[config.mk]
export PLATFORM = sky130hd
export DESIGN_NAME = serial_addsub_flat
export DESIGN_NICKNAME = d
export VERILOG_FILES = /design/src/rtl/arith_pkg.sv /design/src/rtl/serial_addsub_if.sv /design/src/rtl/fulladder.sv /design/src/rtl/serial_addsub.sv /design/src/flat_wrapper.sv
export SDC_FILE = /design/constraint.sdc
export NUM_CORES = 1
export LEC_CHECK = 0
export CORE_MARGIN = 3
export CORE_UTILIZATION = 45
export DETAILED_ROUTE_END_ITERATION = 7
export GPL_TIMING_DRIVEN = 0
export PLACE_DENSITY_LB_ADDON = 0.05
export SYNTH_ARGS = -nofsm -noshare
export SYNTH_HDL_FRONTEND = slang
export SYNTH_SLANG_ARGS = --single-unit
[constraint.sdc]
create_clock -name clk -period 1.3 [get_ports clk]
set_input_delay 0.195 -clock clk [delete_from_list [all_inputs] [get_ports clk]]
set_output_delay 0.195 -clock clk [all_outputs]
set_load 0.05 [all_outputs]
[src/rtl/arith_pkg.sv]
// Shared definitions for the bit-serial add/subtract unit: FSM state encoding
// and operation select constants.
package arith_pkg;

    typedef enum logic [1:0] {
        IDLE = 2'd0,
        RUN  = 2'd1,
        DONE = 2'd2
    } state_e;

    localparam logic OP_ADD = 1'b0;
    localparam logic OP_SUB = 1'b1;

endpackage

[src/rtl/serial_addsub_if.sv]
// Request/result bundle of the bit-serial add/subtract unit.
// The ovf signal exists only when ADDSUB_OVF_EN is defined.
interface serial_addsub_if #(
    parameter int unsigned WIDTH = 8
);
    logic             start;
    logic             sub;
    logic [WIDTH-1:0] a;
    logic [WIDTH-1:0] b;
    logic             busy;
    logic             done;
    logic [WIDTH-1:0] result;
    logic             carry_out;
`ifdef ADDSUB_OVF_EN
    logic             ovf;

    modport master (
        output start, sub, a, b,
        input  busy, done, result, carry_out, ovf
    );

    modport slave (
        input  start, sub, a, b,
        output busy, done, result, carry_out, ovf
    );
`else
    modport master (
        output start, sub, a, b,
        input  busy, done, result, carry_out
    );

    modport slave (
        input  start, sub, a, b,
        output busy, done, result, carry_out
    );
`endif
endinterface

[src/rtl/fulladder.sv]
// Single-bit full adder cell used for the per-bit serial step.
module fulladder (
    input  logic a,
    input  logic b,
    input  logic carry_in,
    output logic sum,
    output logic carry_out
);

    // Plain combinational full adder.
    always_comb begin
        sum       = a ^ b ^ carry_in;
        carry_out = (a & b) | (carry_in & (a ^ b));
    end

endmodule

[src/rtl/serial_addsub.sv]
// Bit-serial add/subtract unit: one full-adder cell and a carry flip-flop
// process the operands LSB first, one bit per clock.
// Optional signed overflow output enabled by defining ADDSUB_OVF_EN.
module serial_addsub #(
    parameter int unsigned WIDTH = 8
) (
    input  logic           clk,
    input  logic           rst,
    serial_addsub_if.slave bus
);
    import arith_pkg::*;

    localparam int unsigned CW = (WIDTH > 1) ? $clog2(WIDTH) : 1;
    localparam logic [CW-1:0] LAST_BIT = CW'(WIDTH - 1);

    state_e           state_q, state_d;
    logic [CW-1:0]    cnt_q, cnt_d;
    logic [WIDTH-1:0] a_sh_q, a_sh_d;
    logic [WIDTH-1:0] b_sh_q, b_sh_d;
    logic             sub_q, sub_d;
    logic             carry_q, carry_d;
    // Partial sum lives here so result never shows an incomplete value.
    logic [WIDTH-1:0] acc_q, acc_d;
    logic [WIDTH-1:0] result_q, result_d;
    logic             cout_q, cout_d;
`ifdef ADDSUB_OVF_EN
    logic             ovf_q, ovf_d;
`endif

    logic fa_sum;
    logic fa_cout;

    fulladder u_fa (
        .a         (a_sh_q[0]),
        .b         (b_sh_q[0] ^ sub_q),
        .carry_in  (carry_q),
        .sum       (fa_sum),
        .carry_out (fa_cout)
    );

    // Next-state: operand capture on accept, one serial step per RUN cycle.
    always_comb begin
        state_d  = state_q;
        cnt_d    = cnt_q;
        a_sh_d   = a_sh_q;
        b_sh_d   = b_sh_q;
        sub_d    = sub_q;
        carry_d  = carry_q;
        acc_d    = acc_q;
        result_d = result_q;
        cout_d   = cout_q;
`ifdef ADDSUB_OVF_EN
        ovf_d    = ovf_q;
`endif

        unique case (state_q)
            IDLE, DONE: begin
                if (bus.start) begin
                    state_d = RUN;
                    cnt_d   = '0;
                    a_sh_d  = bus.a;
                    b_sh_d  = bus.b;
                    sub_d   = bus.sub;
                    // Carry-in of 1 completes the two's-complement negation of b.
                    carry_d = (bus.sub == OP_SUB);
                    acc_d   = '0;
                end else begin
                    state_d = IDLE;
                end
            end
            RUN: begin
                a_sh_d  = a_sh_q >> 1;
                b_sh_d  = b_sh_q >> 1;
                carry_d = fa_cout;
                acc_d   = {fa_sum, acc_q[WIDTH-1:1]};
                if (cnt_q == LAST_BIT) begin
                    state_d  = DONE;
                    result_d = acc_d;
                    cout_d   = fa_cout;
`ifdef ADDSUB_OVF_EN
                    // carry_q is the carry into the MSB during the last step.
                    ovf_d    = carry_q ^ fa_cout;
`endif
                end else begin
                    cnt_d = cnt_q + CW'(1);
                end
            end
            default: begin
                state_d = IDLE;
            end
        endcase
    end

    // State register with synchronous reset that overrides any operation.
    always_ff @(posedge clk) begin
        if (rst) begin
            state_q  <= IDLE;
            cnt_q    <= '0;
            a_sh_q   <= '0;
            b_sh_q   <= '0;
            sub_q    <= OP_ADD;
            carry_q  <= 1'b0;
            acc_q    <= '0;
            result_q <= '0;
            cout_q   <= 1'b0;
`ifdef ADDSUB_OVF_EN
            ovf_q    <= 1'b0;
`endif
        end else begin
            state_q  <= state_d;
            cnt_q    <= cnt_d;
            a_sh_q   <= a_sh_d;
            b_sh_q   <= b_sh_d;
            sub_q    <= sub_d;
            carry_q  <= carry_d;
            acc_q    <= acc_d;
            result_q <= result_d;
            cout_q   <= cout_d;
`ifdef ADDSUB_OVF_EN
            ovf_q    <= ovf_d;
`endif
        end
    end

    // Status and result outputs decoded from registered state.
    always_comb begin
        bus.busy      = (state_q == RUN);
        bus.done      = (state_q == DONE);
        bus.result    = result_q;
        bus.carry_out = cout_q;
`ifdef ADDSUB_OVF_EN
        bus.ovf       = ovf_q;
`endif
    end

endmodule

[src/flat_wrapper.sv]
// flat-port wrapper written by rule: the top's interface ports become plain ports
module serial_addsub_flat import arith_pkg::*;
#(
    parameter int unsigned WIDTH = 8
)
  (clk, rst, bus_start, bus_sub, bus_a, bus_b, bus_busy, bus_done, bus_result, bus_carry_out);
  serial_addsub_if #(.WIDTH(WIDTH)) bus_i ();
  input  logic clk;
  input  logic rst;
  input wire logic [$bits(bus_i.start)-1:0] bus_start;
  input wire logic [$bits(bus_i.sub)-1:0] bus_sub;
  input wire logic [$bits(bus_i.a)-1:0] bus_a;
  input wire logic [$bits(bus_i.b)-1:0] bus_b;
  output wire logic [$bits(bus_i.busy)-1:0] bus_busy;
  output wire logic [$bits(bus_i.done)-1:0] bus_done;
  output wire logic [$bits(bus_i.result)-1:0] bus_result;
  output wire logic [$bits(bus_i.carry_out)-1:0] bus_carry_out;
  assign bus_i.start = bus_start;
  assign bus_i.sub = bus_sub;
  assign bus_i.a = bus_a;
  assign bus_i.b = bus_b;
  assign bus_busy = bus_i.busy;
  assign bus_done = bus_i.done;
  assign bus_result = bus_i.result;
  assign bus_carry_out = bus_i.carry_out;
  serial_addsub #(.WIDTH(WIDTH)) u_core (.clk(clk), .rst(rst), .bus(bus_i));
endmodule
Word level (Yosys, flattened, before mapping):

Index checks and enable logic that the tools add are counted.

* latch bits: 0
* ROM bits: 0
* output and inout bits: 11
* register bits after elaboration: 40
* input bits: 20
* bits in writable memories: 0
* memories kept: 0

* shifts and indexed selects: 0
* order comparisons: 0
* multipliers: 0
* divide/modulo/power cells: 0
* bitwise gates (word level): 6
* eq/ne operators: 6
* mux-type cells: 14
* $add $sub $neg: 1
* reduce and logical (&&, ||, !) cells: 7

Operators with widths (number)
* case mux 8 bit (2 select lines): 3
* two-way mux 8 bit: 3
* two-way mux 3 bit: 2
* case mux 3 bit (2 select lines): 1
* AND reduction 2 bit: 3
* inequality test 2 bit (second input constant): 2
* case mux 2 bit (2 select lines): 1
* adder 3 x 1 -> 3 bit (second input constant): 1
* == test 3 bit (second input constant): 1
* AND reduction 3 bit: 1
* bitwise XOR 1 bit: 3
* bitwise AND 1 bit: 2
* == test 2 x 1 -> 1 bit (second input constant): 1
* == test 2 bit (second input constant): 1
* zero test 2 bit: 1
* two-way mux 1 bit: 2
* two-way mux 2 bit: 1
* inequality test 2 x 1 -> 1 bit (second input constant): 1
* case mux 1 bit (2 select lines): 1
* nonzero test 2 bit: 1
* OR reduction 2 bit: 1
* OR 1 bit: 1

Longest topological paths before layout:

Gate-level depths: netlist (run 1).

* word-level depth: 5
* depth in mapped cells: 6
* depth with buffers taken out: 5

Modules after synthesis:

Synthesis (run 1) repeated with hierarchy kept, for this count alone.

* cells, all modules: 193
* area total of the unflattened synthesis: 1596.5 um2

Modules (own cells, without submodules)
* serial_addsub: times used 1, area an instance 1576.5 um2, cells an instance 192
* fulladder: times used 1, area an instance 20.0 um2, cells an instance 1

Worst setup path before layout (run 1):

No wires, ideal clock.

* path kind: flip-flop to flip-flop
* start point: reg u_core.state_q[1]
* end point: reg u_core.carry_q
* arrival time: 1242 ps
* required time: 1167 ps
* cell stages (with the launch flop): 5
* path buffers: 0
* clock period less this slack: 1375 ps
* slack: -75 ps
* path through: dfxtp_1 > nand2b_1 > clkinv_1 > nand2b_1 > a31oi_1

* elaborated cells between the ends (all ways): 8
* classes of those cells: 3 x eq/ne; 1 x mux; 4 x reduce/logical

RTL lines
* from (decl): RTL line serial_addsub.sv:16 `state_e state_q, state_d;`
* from (signal assigned): RTL line serial_addsub.sv:110 `state_q <= state_d;`
* == test 2 x 1 -> 1 bit *
* net bus_busy: RTL line flat_wrapper.sv:14 `output wire logic [$bits(bus_i.busy)-1:0] bus_busy;`
* nonzero test 2 bit (no line)
* AND reduction 2 bit (no line)
* to (signal assigned): RTL line serial_addsub.sv:115 `carry_q <= carry_d;`
* to (decl): RTL line serial_addsub.sv:21 `logic carry_q, carry_d;`

Mark *: on every way through the listed nets, which the timed path passes. The rest lies on a longest branch.
A chain may end at the register's enable or synchronous reset.

Worst setup path after layout (run 1):

* start point: reg u_core.cnt_q[0]
* end point: reg u_core.cnt_q[1]

* longest elaborated chain between the ends: 3
* elaborated cells between the ends (all ways): 6
* classes of those cells: 1 x add/sub; 2 x eq/ne; 2 x mux; 1 x reduce/logical

Ends and longest elaborated chain
* from (decl): RTL line serial_addsub.sv:17 `logic [CW-1:0] cnt_q, cnt_d;`
* from (signal assigned): RTL line serial_addsub.sv:111 `cnt_q <= cnt_d;`
* adder 3 x 1 -> 3 bit or == test 3 bit (tied branches): RTL line serial_addsub.sv:85, serial_addsub.sv:76
* two-way mux 3 bit or inequality test 2 bit (tied branches)
* case mux 3 bit (2 select lines) or AND reduction 3 bit (tied branches)

Several ways; a longest one is shown, not always the timed one. The select of a mux whose other input is x is not followed.

==> run metrics, run 1 <==
status finished with violations; failing checks negative setup slack; I/O pin total 31; TritonCTS buffer count 5; cells after synthesis 193; max cap viols 0; Worst-Margin Slew 717 ps; post-synth net total 216; H-Tree Depth 2; ys async rst share 0%; CTS max path bufs 2; via count 1499; DP HPWL 2440 um; main area contributors after synthesis dfxtp_1, nand2_1, a311oi_1, a21oi_1, nand3_1; f_max 735 MHz; crit path cell chain ha_4, ha_4, or3b_4, nand3_2, a21oi_2; Slew Viols, Final 0; worst skew pair latency 340 ps; Total GRT Usage 18.3%; Ys Warns 0; Die Width 65.7 um; register bit count reported by yosys 39; Internal 2.06 mW; area grow syn2layout 45.3%; layout cell share with drive strength beyond 1 33.5%; Switch Pwr 0.651 mW; first-pass GRT wire length 6120 um; IO Port Bufs 29; largest net degree at the start of global routing 13; Unique masters post-synth 23; Final Util 68.7%; post-route insts no fill 285; DIE HEIGHT 65.7 um; average size of a mapped cell 8.30 sq um; reg2reg path depth 5; Pwr Density 1160 nW/um^2; drt wl/cell 13.9 um; Fin Clk Skew 6.97 ps; final setup fails 8; clk slew on worst S/H paths 120 ps; slew margin rel. 52.2%; clock share of power 36.8%; CP peak stage delay 430 ps; Main synth FF type dfxtp_1; worst vdd ir 768 uV; final hold vios 0; root buf cell clkbuf_4; core box area 3390 sq um; DRC errors left 0; Top delay family on crit path simple AND/OR/NAND/NOR gates; Hold EP u_core.state_q[1]; arrival time worst endpoint 1580 ps; CTS tree yes; Max Fanout on Critical Path 4; initial antenna violation count 0; CP Class reg -> reg; WP buf/inv 0; fin crit period 1360 ps; Synth top area share 48.7%; sequential area share after synthesis 48.7%; Initial Util 47.3%; CP max stage cell or3b_4; worst hold path type in -> reg; DR pass1 iterations 4; vias in the first global route 1350; HP Start rst; DR vias/cell 5.26; r2r setup slk -60 ps; critical path required time 1520 ps; R2R Path End u_core.cnt_q[1]; drt total wl 3960 um; Routed Antenna Nets 0; clk sinks 39; gpl congestion 0.739; most frequent CP cell ha_4; Logic pwr share 15.4%; Hold Path Cell Cnt 2; row count 21; Setup WS post-layout -60.5 ps; Switching Share 24.0%; mapped cell area 1600 sq um; Layout Nets 261; Post-Place Cells 268; sequential group share of total power 47.8%; CP startpoint kind flip-flop; Post-synth EDFFs 0; RSZ-0062 raised after global routing true; Post-CTS Hold Buffers 0; Pleak 0.906 nW; 1st-iter DRT viols 80; total gr overflow 0; final worst-path cycle share 105%; reg2reg start u_core.cnt_q[0]; overall die area 4310 sq um; n_diodes 0; Worst Setup End Kind flip-flop; Synth area leader dfxtp_1
==> cell families after synthesis <==
kind of cell | Yosys count | share of synthesized area [%]
xor+xnor | 1 | 0.547
fa+ha+maj | 3 | 2.81
flops | 39 | 48.7
compound gates | 38 | 15.5
simple gates | 95 | 25.4
buf+inv | 17 | 6.95
==> per-stage QoR <==
step	worst slack (ps)	cell area (sq um)	total power [mW]	hold slack, ps	TNS (ps)
global placement	-410	1970	1.64	439	-3110
finish	-60.5	2330	2.71	297	-318
floorplan	-11.0	1630	1.53	331	-17.9
detailed placement	-403	1970	1.65	448	-3640
global route	-96.1	2330	2.82	320	-1140
CTS	-42.1	2160	2.66	234	-127
==> sequential cells by signal (all words and copies together), names as in the netlist <==
register / flops
u_core.sub_q: 1
u_core.a_sh_q: 8
u_core.carry_q: 1
u_core.bus.carry_out: 1
u_core.cnt_q: 3
u_core.acc_q: 7
u_core.state_q: 2
u_core.b_sh_q: 8
u_core.bus.result: 8
==> timing repair <==
action | CTS | global route
setup buffers | 2 | 6
pin swaps | 5 | 21
gates cloned | 1 | 0
setup endpoints to repair | 26 | 26
gates resized for setup | 59 | 43
==> cell usage after synthesis, drive strengths merged (2+ instances only) <==
cell and n:
ha 2, nand2b 5, a211oi 2, a311oi 14, dfxtp 39, nor2 17
nand3 13, inv 2, nor2b 2, nand2 54, a21oi 21, buf 10
clkbuf 4
==> layer usage <==
metal	vias up	part of all wire [%]	track usage [%]
met2	28	50	31.2
li1	748	-	-
met1	718	44	22.4
met5	-	0	0
met4	0	1.0	4.66
met3	5	4.9	5.47
==> layout make-up <==
cell class                 instances  area, sq um
clock buffer                       6         41.3
fill                             285         1060
timing repair buffer              38          353
tap                               46         57.6
clock inverter                     2         60.1
inverter                           3         18.8
sequential                        39          791
multi-input combinational        137          901
buffer                            14          106
==> cell usage in the layout (no fill, tap or decap), drive strengths merged <==
cell type      instances
and3b                  1
inv                    3
nand2b                 5
a31oi                  1
ha                     2
a21oi                 21
buf                   24
a311oi                14
nor2b                  2
or3b                   1
nand2                 54
clkdlybuf4s50         18
a211oi                 2
dfxtp                 39
clkdlybuf4s18          1
nor3b                  1
clkbuf                11
nor2                  17
fa                     1
nand3b                 1
nand3                 13
xnor2                  1
clkdlybuf4s15          4
bufinv                 2
==> how the worst max path moves through the flow <==
stage                           start         endpoint  slack [ps]  cells past startpoint
detailed placement  u_core.state_q[0]         bus_busy        -400                      3
global placement    u_core.state_q[0]         bus_busy        -410                      3
global route             u_core.sub_q  u_core.acc_q[7]        -100                      4
finish                u_core.cnt_q[0]  u_core.cnt_q[1]         -60                      5
floorplan             u_core.cnt_q[1]  u_core.cnt_q[1]         -10                      5
CTS                 u_core.state_q[1]         bus_busy         -40                      3
==> worst register-to-register path, cell delays in order, from the launching register on <==
cell and delay, ps:
dfxtp_2 360, ha_4 160, ha_4 160, or3b_4 430
nand3_2 90, a21oi_2 40
==> power by group through the flow <==
| stage | Clock (mW) | Sequential (mW) | Combinational, mW |
|---|---|---|---|
| CTS | 1.01 | 1.29 | 0.355 |
| global placement | 0 | 1.31 | 0.327 |
| global route | 1.07 | 1.30 | 0.448 |
| finish | 0.999 | 1.30 | 0.417 |
| detailed placement | 0 | 1.32 | 0.334 |
| floorplan | 0 | 1.31 | 0.223 |
Power figures use the tool's default switching activity.
==> run 2, diff against run 1 <==
--- a/config.mk
+++ b/config.mk
@@ -7,6 +7,7 @@
 export LEC_CHECK = 0
 export CORE_MARGIN = 3
 export CORE_UTILIZATION = 45
+export CTS_CLUSTER_DIAMETER = 200
 export DETAILED_ROUTE_END_ITERATION = 7
 export GPL_TIMING_DRIVEN = 0
 export PLACE_DENSITY_LB_ADDON = 0.05
==> results of run 2 <==
No change in the layout: final DEF, timing and power equal those of run 1.
==> run 3, diff against run 2 <==
--- a/config.mk
+++ b/config.mk
@@ -5,8 +5,9 @@
 export SDC_FILE = /design/constraint.sdc
 export NUM_CORES = 1
 export LEC_CHECK = 0
+export ABC_AREA = 1
 export CORE_MARGIN = 3
-export CORE_UTILIZATION = 45
+export CORE_UTILIZATION = 46
 export CTS_CLUSTER_DIAMETER = 200
 export DETAILED_ROUTE_END_ITERATION = 7
 export GPL_TIMING_DRIVEN = 0
==> run 3 against run 2 <==
The run still ends with negative setup slack left. Worst setup slack worse by 37 ps. Register-to-register slack worse by 40 ps. Highest routed layer unchanged. Combinational power up 16%. Non-clock buffer count down 4. Maximum frequency down 2.6%. Largest cell class is now flip-flops and latches. Power up 9.9%. Clock power up 21%. Synthesized area up 6.5%. Critical path depth down 1. Largest power group unchanged. Routed wire length down 4.7%.
==> run metrics, run 3 <==
most common cell after layout, fill and taps aside nand3_1; clock share of power 40.5% (+3.7 points); placed cell area 2080 sq um (+5.1%); Post-synth EDFFs 0 (unchanged); CP max stage cell fa_1; DR pass1 iterations 5 (+1); Final Cell Area 2300 sq um (-1.3%); 1st-iter DRT viols 103 (+29%); sequential area share after synthesis 45.7% (-3.0 points); Post-Place Cells 305 (+14%); Die Width 66.9 um (+1.9%); Synth top area share 45.7% (-3.0 points); Worst-Margin Slew 499 ps (-218 ps); Pwr Density 1300 nW/um^2 (+11%); critical path required time 1530 ps (about the same); Max Fanout on Critical Path 2 (-2); Synth area leader dfxtp_1; reg2reg path depth 4 (-1); clk sinks 39 (unchanged); average size of a mapped cell 7.45 sq um (-10%); area grow syn2layout 34.7%; n_diodes 0 (unchanged); Fin Clk Skew 5.75 ps (-1.22 ps); top-count cell post-synth nand3_1; Hold Path Cell Cnt 3 (+1); largest net degree at the start of global routing 19 (+6); DRC errors left 0 (unchanged); ys async rst share 0% (unchanged); worst skew pair latency 290 ps (-50 ps); final hold vios 0 (unchanged); Slew Viols, Final 0 (unchanged); drt wl/cell 11.8 um (-15%); failing checks negative setup slack; first-pass GRT wire length 6190 um (+1.1%); CP peak stage delay 460 ps (+30 ps); Setup WS post-layout -97.4 ps (-36.9 ps); Switch Pwr 0.728 mW (+12%); fin crit period 1400 ps (+36.9 ps); row count 21 (unchanged); total gr overflow 0 (unchanged); Setup TNS -98.1 ps (+220 ps); commonest cells after routing, fill and taps aside nand3_1, nand2_1, dfxtp_1; drt total wl 3780 um (-4.7%); Worst Setup End Kind flip-flop; DP Worst Slack -599 ps (-195 ps); CTS max path bufs 2 (unchanged); main area contributors after synthesis dfxtp_1, nand3_1, nand2_1, nor2_1, inv_1; CTS tree yes; Layout Nets 295 (+13%); Final Util 66.8% (-1.9 points); TritonCTS buffer count 5 (unchanged); WP buf/inv 0 (unchanged); sequential group share of total power 43.3% (-4.5 points); status finished with violations; Unique masters post-synth 22 (-4.3%); Stages on worst setup path 4 (-1); core box area 3440 sq um (+1.6%); Switching Share 24.4% (+0.41 points); Post-synth top cells nand3_1, nand2_1, dfxtp_1; Top delay family on crit path adder cells; clk slew on worst S/H paths 80 ps (-40 ps); post-route insts no fill 319 (+12%); max cap viols 0 (unchanged); RSZ-0062 raised after global routing true; f_max 716 MHz (-2.6%); Hold WS 464 ps (+166 ps); arrival time worst endpoint 1630 ps (+50 ps); final setup fails 2 (-6); CP Class reg -> reg; Main synth FF type dfxtp_1; DIE HEIGHT 66.9 um (+1.9%); FILL cells 311 (+9.1%); Pleak 0.969 nW (+7.0%); Internal 2.25 mW (+9.3%); Ys Warns 0 (unchanged); cells after synthesis 229 (+19%); mapped cell area 1710 sq um (+6.5%); H-Tree Depth 2 (unchanged); register bit count reported by yosys 39 (unchanged); Initial Util 49.6% (+2.3 points); Logic pwr share 16.2% (+0.8 points); total power 2.98 mW (+9.9%); final worst-path cycle share 107% (+2.8 points); DP HPWL 2630 um (+8.0%); slew margin rel. 66.7% (+15 points); initial antenna violation count 0 (unchanged); IO Port Bufs 30 (+3.4%); layout cell share with drive strength beyond 1 18.7% (-15 points); DR vias/cell 4.94 (-6.1%); gpl congestion 0.778 (+5.2%); via count 1576 (+5.1%); worst hold path type in -> reg; root buf cell clkbuf_8; Total GRT Usage 18.2% (-0.14 points); vias in the first global route 1411 (+4.5%); overall die area 4480 sq um (+3.8%); worst vdd ir 1220 uV (+58%); CP startpoint kind flip-flop; I/O pin total 31 (unchanged); crit path cell chain xnor2_2, fa_1, or2_4, a21oi_2; post-synth net total 252 (+17%); Routed Antenna Nets 0 (unchanged)
-- run 3: changes by cell type after synthesis, sizes merged, moves of 7 or more --
cell	previous run	this run
a21oi	21	14
nor3	0	14
a311oi	14	0
nand3	13	48
nand2	54	45
inv	2	24
-- run 3: kinds of logic (layout without fill, tap and decap cells) --
logic type	after synthesis	count (layout)	share of synthesized area, %
AOI/OAI and AO/OA	17	17	4.99
xor gates and xnor gates	1	1	0.513
adders and majority gates	3	3	2.64
and+or+nand+nor	133	133	35.4
buffers and inverters	36	80	10.7
DFF	39	39	45.7
-- run 3: final cells by class --
cell class / count / area (sq um) / area share [%]
Clock buffer: 5 / 68.8 / 2.99
Sequential cell: 39 / 787 / 34.2
Multi-Input combinational cell: 154 / 768 / 33.4
Inverter: 24 / 103 / 4.46
Clock inverter: 3 / 67.6 / 2.94
Tap cell: 46 / 57.6 / 2.50
Buffer: 11 / 83.8 / 3.65
Timing Repair Buffer: 37 / 363 / 15.8
-- run 3: final timing paths --
check	startpoint	end	slack [ps]
min reg2reg	u_core.acc_q[2]	u_core.bus.result[1]	470
min	bus_a[7]	u_core.a_sh_q[7]	460
max reg2reg	u_core.b_sh_q[0]	u_core.acc_q[7]	-100
max	u_core.b_sh_q[0]	u_core.acc_q[7]	-100
-- run 3: power by group through the flow --
| stage | registers, mW | logic [mW] | clock network, mW |
|---|---|---|---|
| 5_1_grt | 1.30 | 0.537 | 1.25 |
| 6_report | 1.29 | 0.482 | 1.21 |
| 3_3_place_gp | 1.32 | 0.432 | 0 |
| 3_5_place_dp | 1.32 | 0.436 | 0 |
| 4_1_cts | 1.29 | 0.455 | 1.21 |
| 2_1_floorplan | 1.31 | 0.302 | 0 |
-- run 3: worst reg2reg max path, delay by kind of cell, from the launching register on --
family,cells,cell delay (ps)
xor gates and xnor gates,1,160
adders and majority gates,1,460
AOI/OAI and AO/OA,1,130
DFF,1,340
and+or+nand+nor,1,250
-- run 3: routing by layer --
layer	vias up	track usage [%]	wire length, um
met5	-	0	0
met3	8	4.72	164
met1	708	23.7	1870
met2	34	29.1	1700
li1	826	-	-
met4	0	6.08	47
-- run 3: timing repair --
| item | CTS | global route |
|---|---|---|
| hold buffers | 0 | 0 |
| setup endpoints to repair | 19 | 24 |
| resized for setup | 46 | 7 |
| pin swaps | 2 | 0 |
| setup buffers | 1 | 6 |
| gates cloned | 0 | 0 |
